### src/rtl/if_id_stage.sv
// IF/ID pipeline stage: carries PC+2 and the fetched instruction from fetch to decode
// over a valid/ready handshake, with an optional two-entry skid buffer and flush-to-bubble.
module if_id_stage #(
  parameter int                     PC_WIDTH    = 16,
  parameter int                     INSTR_WIDTH = 16,
  parameter int                     SKID        = 1,
  parameter logic [INSTR_WIDTH-1:0] NOP_INSTR   = {INSTR_WIDTH{1'b0}}
) (
  input  logic                   clk,
  input  logic                   rst,
  input  logic                   flush,
  input  logic                   up_valid,
  output logic                   up_ready,
  input  logic [PC_WIDTH-1:0]    up_pc,
  input  logic [INSTR_WIDTH-1:0] up_instr,
  output logic                   dn_valid,
  input  logic                   dn_ready,
  output logic [PC_WIDTH-1:0]    dn_pc,
  output logic [INSTR_WIDTH-1:0] dn_instr,
  output logic [1:0]             occupancy
);

  logic                   main_valid_q, main_valid_d;
  logic [PC_WIDTH-1:0]    main_pc_q,    main_pc_d;
  logic [INSTR_WIDTH-1:0] main_instr_q, main_instr_d;
  logic                   skid_valid_q, skid_valid_d;
  logic [PC_WIDTH-1:0]    skid_pc_q,    skid_pc_d;
  logic [INSTR_WIDTH-1:0] skid_instr_q, skid_instr_d;
  logic                   up_ready_q,   up_ready_d;
  logic [1:0]             occ_q,        occ_d;
  logic                   up_ready_s;
  logic                   accept_s;
  logic                   issue_s;

  // With the skid buffer, up_ready comes straight from a flop; without it, it looks at dn_ready.
  always_comb begin
    up_ready_s = 1'b0;
    if (SKID != 0) begin
      up_ready_s = up_ready_q;
    end else begin
      up_ready_s = !main_valid_q || dn_ready;
    end
  end

  // Next-state for main/skid entries. The skid entry is always younger than main, so
  // when main drains it refills from skid before taking anything new from upstream.
  always_comb begin
    accept_s     = up_valid && up_ready_s;
    issue_s      = main_valid_q && dn_ready;
    main_valid_d = main_valid_q;
    main_pc_d    = main_pc_q;
    main_instr_d = main_instr_q;
    skid_valid_d = skid_valid_q;
    skid_pc_d    = skid_pc_q;
    skid_instr_d = skid_instr_q;

    if (flush) begin
      main_valid_d = 1'b0;
      main_pc_d    = {PC_WIDTH{1'b0}};
      main_instr_d = NOP_INSTR;
      skid_valid_d = 1'b0;
    end else if (main_valid_q && !issue_s) begin
      // Stalled: main holds; a new word (only possible with SKID) parks in the skid slot.
      if (accept_s && (SKID != 0)) begin
        skid_valid_d = 1'b1;
        skid_pc_d    = up_pc;
        skid_instr_d = up_instr;
      end else begin
        skid_valid_d = skid_valid_q;
      end
    end else if (skid_valid_q) begin
      // up_ready is low whenever skid is occupied, so no accept can collide here.
      main_valid_d = 1'b1;
      main_pc_d    = skid_pc_q;
      main_instr_d = skid_instr_q;
      skid_valid_d = 1'b0;
    end else if (accept_s) begin
      main_valid_d = 1'b1;
      main_pc_d    = up_pc;
      main_instr_d = up_instr;
    end else begin
      // Draining to empty: present a bubble so decode never sees a stale instruction.
      main_valid_d = 1'b0;
      main_pc_d    = {PC_WIDTH{1'b0}};
      main_instr_d = NOP_INSTR;
    end

    up_ready_d = !skid_valid_d;
    occ_d      = {1'b0, main_valid_d} + {1'b0, skid_valid_d};
  end

  // State registers; reset drops every entry at once.
  always_ff @(posedge clk or posedge rst) begin
    if (rst) begin
      main_valid_q <= 1'b0;
      main_pc_q    <= {PC_WIDTH{1'b0}};
      main_instr_q <= NOP_INSTR;
      skid_valid_q <= 1'b0;
      skid_pc_q    <= {PC_WIDTH{1'b0}};
      skid_instr_q <= {INSTR_WIDTH{1'b0}};
      up_ready_q   <= 1'b1;
      occ_q        <= 2'd0;
    end else begin
      main_valid_q <= main_valid_d;
      main_pc_q    <= main_pc_d;
      main_instr_q <= main_instr_d;
      skid_valid_q <= skid_valid_d;
      skid_pc_q    <= skid_pc_d;
      skid_instr_q <= skid_instr_d;
      up_ready_q   <= up_ready_d;
      occ_q        <= occ_d;
    end
  end

  assign up_ready  = up_ready_s;
  assign dn_valid  = main_valid_q;
  assign dn_pc     = main_pc_q;
  assign dn_instr  = main_instr_q;
  assign occupancy = occ_q;

endmodule

### config.mk
export PLATFORM = sky130hd
export DESIGN_NAME = if_id_stage
export DESIGN_NICKNAME = d
export VERILOG_FILES = /design/src/rtl/if_id_stage.sv
export SDC_FILE = /design/constraint.sdc
export NUM_CORES = 1
export LEC_CHECK = 0
export CORE_MARGIN = 5
export CORE_UTILIZATION = 25
export CTS_CLUSTER_SIZE = 28
export DETAILED_ROUTE_END_ITERATION = 6
export PLACE_DENSITY_LB_ADDON = 0.3
export SYNTH_ARGS = -nofsm -noshare
export SYNTH_HDL_FRONTEND = slang
export SYNTH_SLANG_ARGS = --single-unit
### constraint.sdc
create_clock -name clk -period 2.2 [get_ports clk]
set_clock_uncertainty 0.15 [all_clocks]
set_input_delay 0.33 -clock clk [delete_from_list [all_inputs] [get_ports clk]]
set_output_delay 0.33 -clock clk [all_outputs]
set_load 0.05 [all_outputs]
; Yosys cells after proc, flatten, opt, wreduce, memory -nomap -nowiden
; Index checks and enable logic that the tools add are counted.
[op_classes]
n_addsub = 1
eq_ne = 1
mux = 15
bitwise_logic = 1
n_reduce_logical = 6
[op_table]
columns = op, count
row1 = 16-bit 2-to-1 mux, 8
row2 = 1-bit 2-to-1 mux, 7
row3 = 1-bit logical AND, 3
row4 = 3-bit AND reduction, 1
row5 = 1-bit by 1-bit adder with 2-bit output, 1
row6 = 1-bit zero test, 2
row7 = "2-bit inequality test, second input constant", 1
row8 = 1-bit inverter, 1
[word_totals]
regBits = 69
output_inout_bits = 36
word_cells = 32

; Logic depth before layout (Yosys ltp)
[depth]
ltp_word = 6
mapped_depth = 5

; Least setup slack after synthesis
; OpenSTA, ideal clock, no wires.
[synth_timing]
path_kind = flip-flop to flip-flop
from = reg main_valid_q, in the netlist dn_valid
to = reg skid_instr_q[10]
setup_ns = 0.127
arrival_time_ns = 1.739
slack_ns = 0.183
stages_incl_launch_ff = 6
path_buffers = 2
period_less_slack_ns = 2.017
path_cell_list = dfrtp_1 -> nor3b_4 -> and3_1 -> buf_4 -> buf_6 -> mux2_1
[synth_via]
elab_chain_len = 4
[synth_lines]
columns = item, line
row1 = "start, declared", 23  ; logic main_valid_q, main_valid_d;
row2 = "start signal, assigned", 104  ; main_valid_q <= main_valid_d;
row3 = 1-bit logical AND, 49  ; issue_s = main_valid_q && dn_ready;
row4 = 1-bit zero test, 62  ; end else if (main_valid_q && !issue_s) begin
row5 = 1-bit logical AND *, 62
row6 = 3-bit AND reduction (no source line) *, n/a
row7 = "end signal, assigned", 100  ; skid_instr_q <= {INSTR_WIDTH{1'b0}};
row8 = "end signal, assigned", 109  ; skid_instr_q <= skid_instr_d;
row9 = "end, declared", 28  ; logic [INSTR_WIDTH-1:0] skid_instr_q, skid_instr_d;
; Mark *: on every way between the ends. The rest lies on a longest branch, timed or not.
; A chain may end at the register's enable or synchronous reset.

; Worst setup path in the final report
[layout_timing]
from = reg main_valid_q, in the netlist dn_valid
to = out dn_valid
[layout_lines]
columns = item, line
row1 = "end, declared", 16  ; output logic dn_valid,
; No word-level cell between the ends.

==> impl.org <==
** CTS
- Post-CTS repair changed the size of 0 cells.
- The clock passes through at most 2 buffers.
- The number of hold buffers added after CTS was 0.
- Clock insertion delay at the later pin of the skew report :: 0.32 ns
- The number of clock buffers added by TritonCTS is 9.
- Clock Root Buffer :: sky130_fd_sc_hd__clkbuf_16
- Clock tree from TritonCTS :: done
- The tree built by TritonCTS fans out to 69 sinks.
- Clock transition at path regs :: 0.05 ns
- Level count of the clock H-tree :: 3
- The number of setup buffers added after CTS is 0.

** GRT
- Remaining global-route overflow :: 0
- Via count of the first global-routing pass :: 2023
- Entering global routing, the biggest net connects 70 pins.
- Aggregate global-route resource usage :: 10.1%
- The number of antenna violations at the first check in global routing was 1.
- Wire length of the first global-routing pass :: 10400 µm

** Layout
- Once layout is done, the placed cells without fillers occupy 0.00406 mm².
- Relative to the synthesized area, the layout overhead comes to 42.4%.
- Most frequent cells in the layout :: sky130_fd_sc_hd__clkdlybuf4s50_1 (71), sky130_fd_sc_hd__dfrtp_1 (67), sky130_fd_sc_hd__nand2_1 (33)
- Final core utilization :: 36.0%
- Most common cell after layout, fill and taps aside :: sky130_fd_sc_hd__clkdlybuf4s50_1
- Layout Cells excl Fill :: approximately 440
- In the final design database the tool counted ~340 nets.
- In the final layout, the share of cells above drive strength 1 is approximately a tenth.
- Antenna diode count :: 0

** Logic synthesis
- Area fraction of the dominant cell type after synthesis :: 59.7%
- Synthesized netlist net count :: 260
- After technology mapping, the gate count stands at 222.
- Average size of a mapped cell :: 12.8 µm²
- Synth warnings :: 0
- Dominant cells by area after synthesis :: sky130_fd_sc_hd__dfrtp_1 (60%), sky130_fd_sc_hd__mux2_1 (12%), sky130_fd_sc_hd__mux2i_1 (11%), sky130_fd_sc_hd__o21ai_0 (5.6%), sky130_fd_sc_hd__nand2_1 (4.3%)
- The cell area that synthesis handed to floorplanning was ~0.0029 mm².
- Number of unique standard cell types used by synthesis :: 18
- Library cell with the largest summed area after synthesis :: sky130_fd_sc_hd__dfrtp_1
- For this run, the register share of the synthesized area comes to 60.6%.
- After synthesis the netlist holds a flip-flop and latch count of 69.

** Job
- Max-cap check violation count :: 0

** Setup path
- Peak per-stage delay on the critical path :: 0.83 ns
- The startpoint identified for the worst register-to-register timing path is dn_valid.
- The kind of cell with the highest combined delay along the critical path is buffers and inverters.
- The worst setup path is launched from a register.
- The setup path with the least slack is of type reg -> out.
- Worst setup EP type :: output pin
- In this run the worst setup path begins at dn_valid.
- Reg-to-reg setup timing slack :: 0.56 ns
- Counting both buffers and inverters, the worst setup path holds a total of 1.
- For the worst setup path, the data required time is 1.72 ns.
- Largest fanout on the critical path :: 4
- The signal on the critical path passes through clkdlybuf4s50_1.
- On the critical path, the stage with the largest delay is an instance of sky130_fd_sc_hd__clkdlybuf4s50_1.
- For the worst setup path, the data arrival time is about 1.5 ns.

** Power
- Summed over all cells, the static leakage comes to around 1.7 nW.
- Dividing total power by cell area gives a power density of ~860 mW/mm².
- After layout, the design draws a total of about 3.5 mW.
- Maximum ir drop on the vdd rail :: 0.000289 V

** Timing
- The final-report max-slew violation count was 0.
- Number of setup violations in the final report :: 0
- In the final timing run, aggregate negative setup slack is 0 ns.
- The worst path uses 91.7% of the clock period.
- Derived from the worst setup path, the maximum achievable clock frequency is approximately 0.50 GHz.
- For the pin with the worst max-slew slack, the measured transition is between 0.5 and 0.6 ns.
- The final hold violation count came to 0.
- Setup repair after global routing left no endpoint under its margin.
- In this run the tightest slew margin relative to its limit is between 60% and 70%.
- Post-layout min period :: 2.02 ns

** Die
- Core footprint :: 0.0113 mm²
- In this run the vertical extent of the chip is 117 µm.
- Number of top-level pins :: 73
- The floorplan step defined a die boundary enclosing 0.0136 mm².
- In this run the horizontal extent of the chip is 117 µm.
- Effective utilization at floorplan :: 25.3%
- The initialized floorplan defines 39 standard-cell rows.

** Placement
- Once placement finished, the instance area stood at ~0.0038 mm².
- After legalization and detailed placement, the total HPWL measured 4240 µm.
- In this run the tool buffered the top-level ports with 72 buffer cells.
- DP Cell Count :: 430
- The congestion estimate from routability-driven global placement came to 0.677.

** Drt
- After the first detailed-routing iteration, the DRC count stood at 67.
- Dividing the detail-routed via count by the number of cells gives roughly 4.3.
- The pre-antenna-repair detailed-routing pass consisted of 4 iterations.
- After detailed routing, the average wire length per cell comes to 14.5 µm.
- Remaining antenna violation count after routing :: 0
- Summed over all layers, the routed wires come to 6460 µm.
- In the routed design, unresolved DRC markers number 0.
- Via total after detailed routing :: between 1500 and 2000

** Outcome
- Run status :: finished, final reports clean

** Hold path
- In this run the worst hold path is classified as in -> async.
-- stage by stage --
| stage | hold slack (ns) | worst slack, ns |
|---|---|---|
| after floorplan | 0.258 | 0.183 |
| after global placement | 0.311 | 0.114 |
| after detailed placement | 0.320 | 0.0771 |
| after CTS | 0.322 | 0.158 |
| after global routing | 0.350 | 0.125 |
| final | 0.302 | 0.183 |
-- path summary, 6_finish.rpt --
| check | depth (start not counted) | endpoint |
|---|---|---|
| min in group clk | 2 | dn_pc[4] |
| min reg2reg | 2 | dn_pc[4] |
| min | 3 | dn_instr[6] |
| max reg2reg | 4 | skid_pc_q[14] |
| max | 1 | dn_valid |
| max in group asynchronous | 3 | up_ready |
-- synthesized netlist by cell type (all sizes together) --
library cell,number
dfrtp,68
nand2,33
mux2,32
mux2i,32
o21ai,32
buf,8
clkbuf,6
inv,3
a21oi,2
a211o,1
and3,1
dfstp,1
ha,1
nand2b,1
nor3b,1
-- cell families after synthesis --
group,after synthesis,share of synthesized area (%)
simple gates,36,5.44
flops,69,60.6
mux,64,23.9
compound gates,35,6.28
buf+inv,17,3.34
fa+ha+maj,1,0.439
-- layout make-up --
cell class                 count  area (µm²)
inverter                       3        15.0
tap                          143         179
sequential                    69        1730
timing repair buffer          79         808
multi-input combinational    136        1030
clock buffer                  13         270
clock inverter                 1        30.0
fill                        1130        7210
-- metal layers --
metal / global-route usage (%) / up-vias / part of all wire (%) / routed length, µm
li1: - / 917 / - / -
met1: 13.1 / 923 / 46 / 2970
met2: 15.3 / 50 / 46 / 3000
met3: 3.55 / 12 / 6.1 / 392
met4: 4.13 / 2 / 1.3 / 85
met5: 0 / - / 0.17 / 11
-- report_power, final --
| part | leakage [nW] | internal (mW) | switching (mW) |
|---|---|---|---|
| registers | 0.885 | 1.46 | 0.0906 |
| logic | 0.632 | 0.236 | 0.259 |
| clock network | 0.148 | 0.958 | 0.502 |
| total | 1.67 | 2.65 | 0.851 |
-- sequential cells by signal (all words and copies together), names as in the netlist --
signal        flops
skid_instr_q     16
skid_valid_q      1
occupancy         2
skid_pc_q        16
dn_valid          1
up_ready          1
dn_pc            16
dn_instr         16
Note: power is estimated with default switching activity, not from simulation.
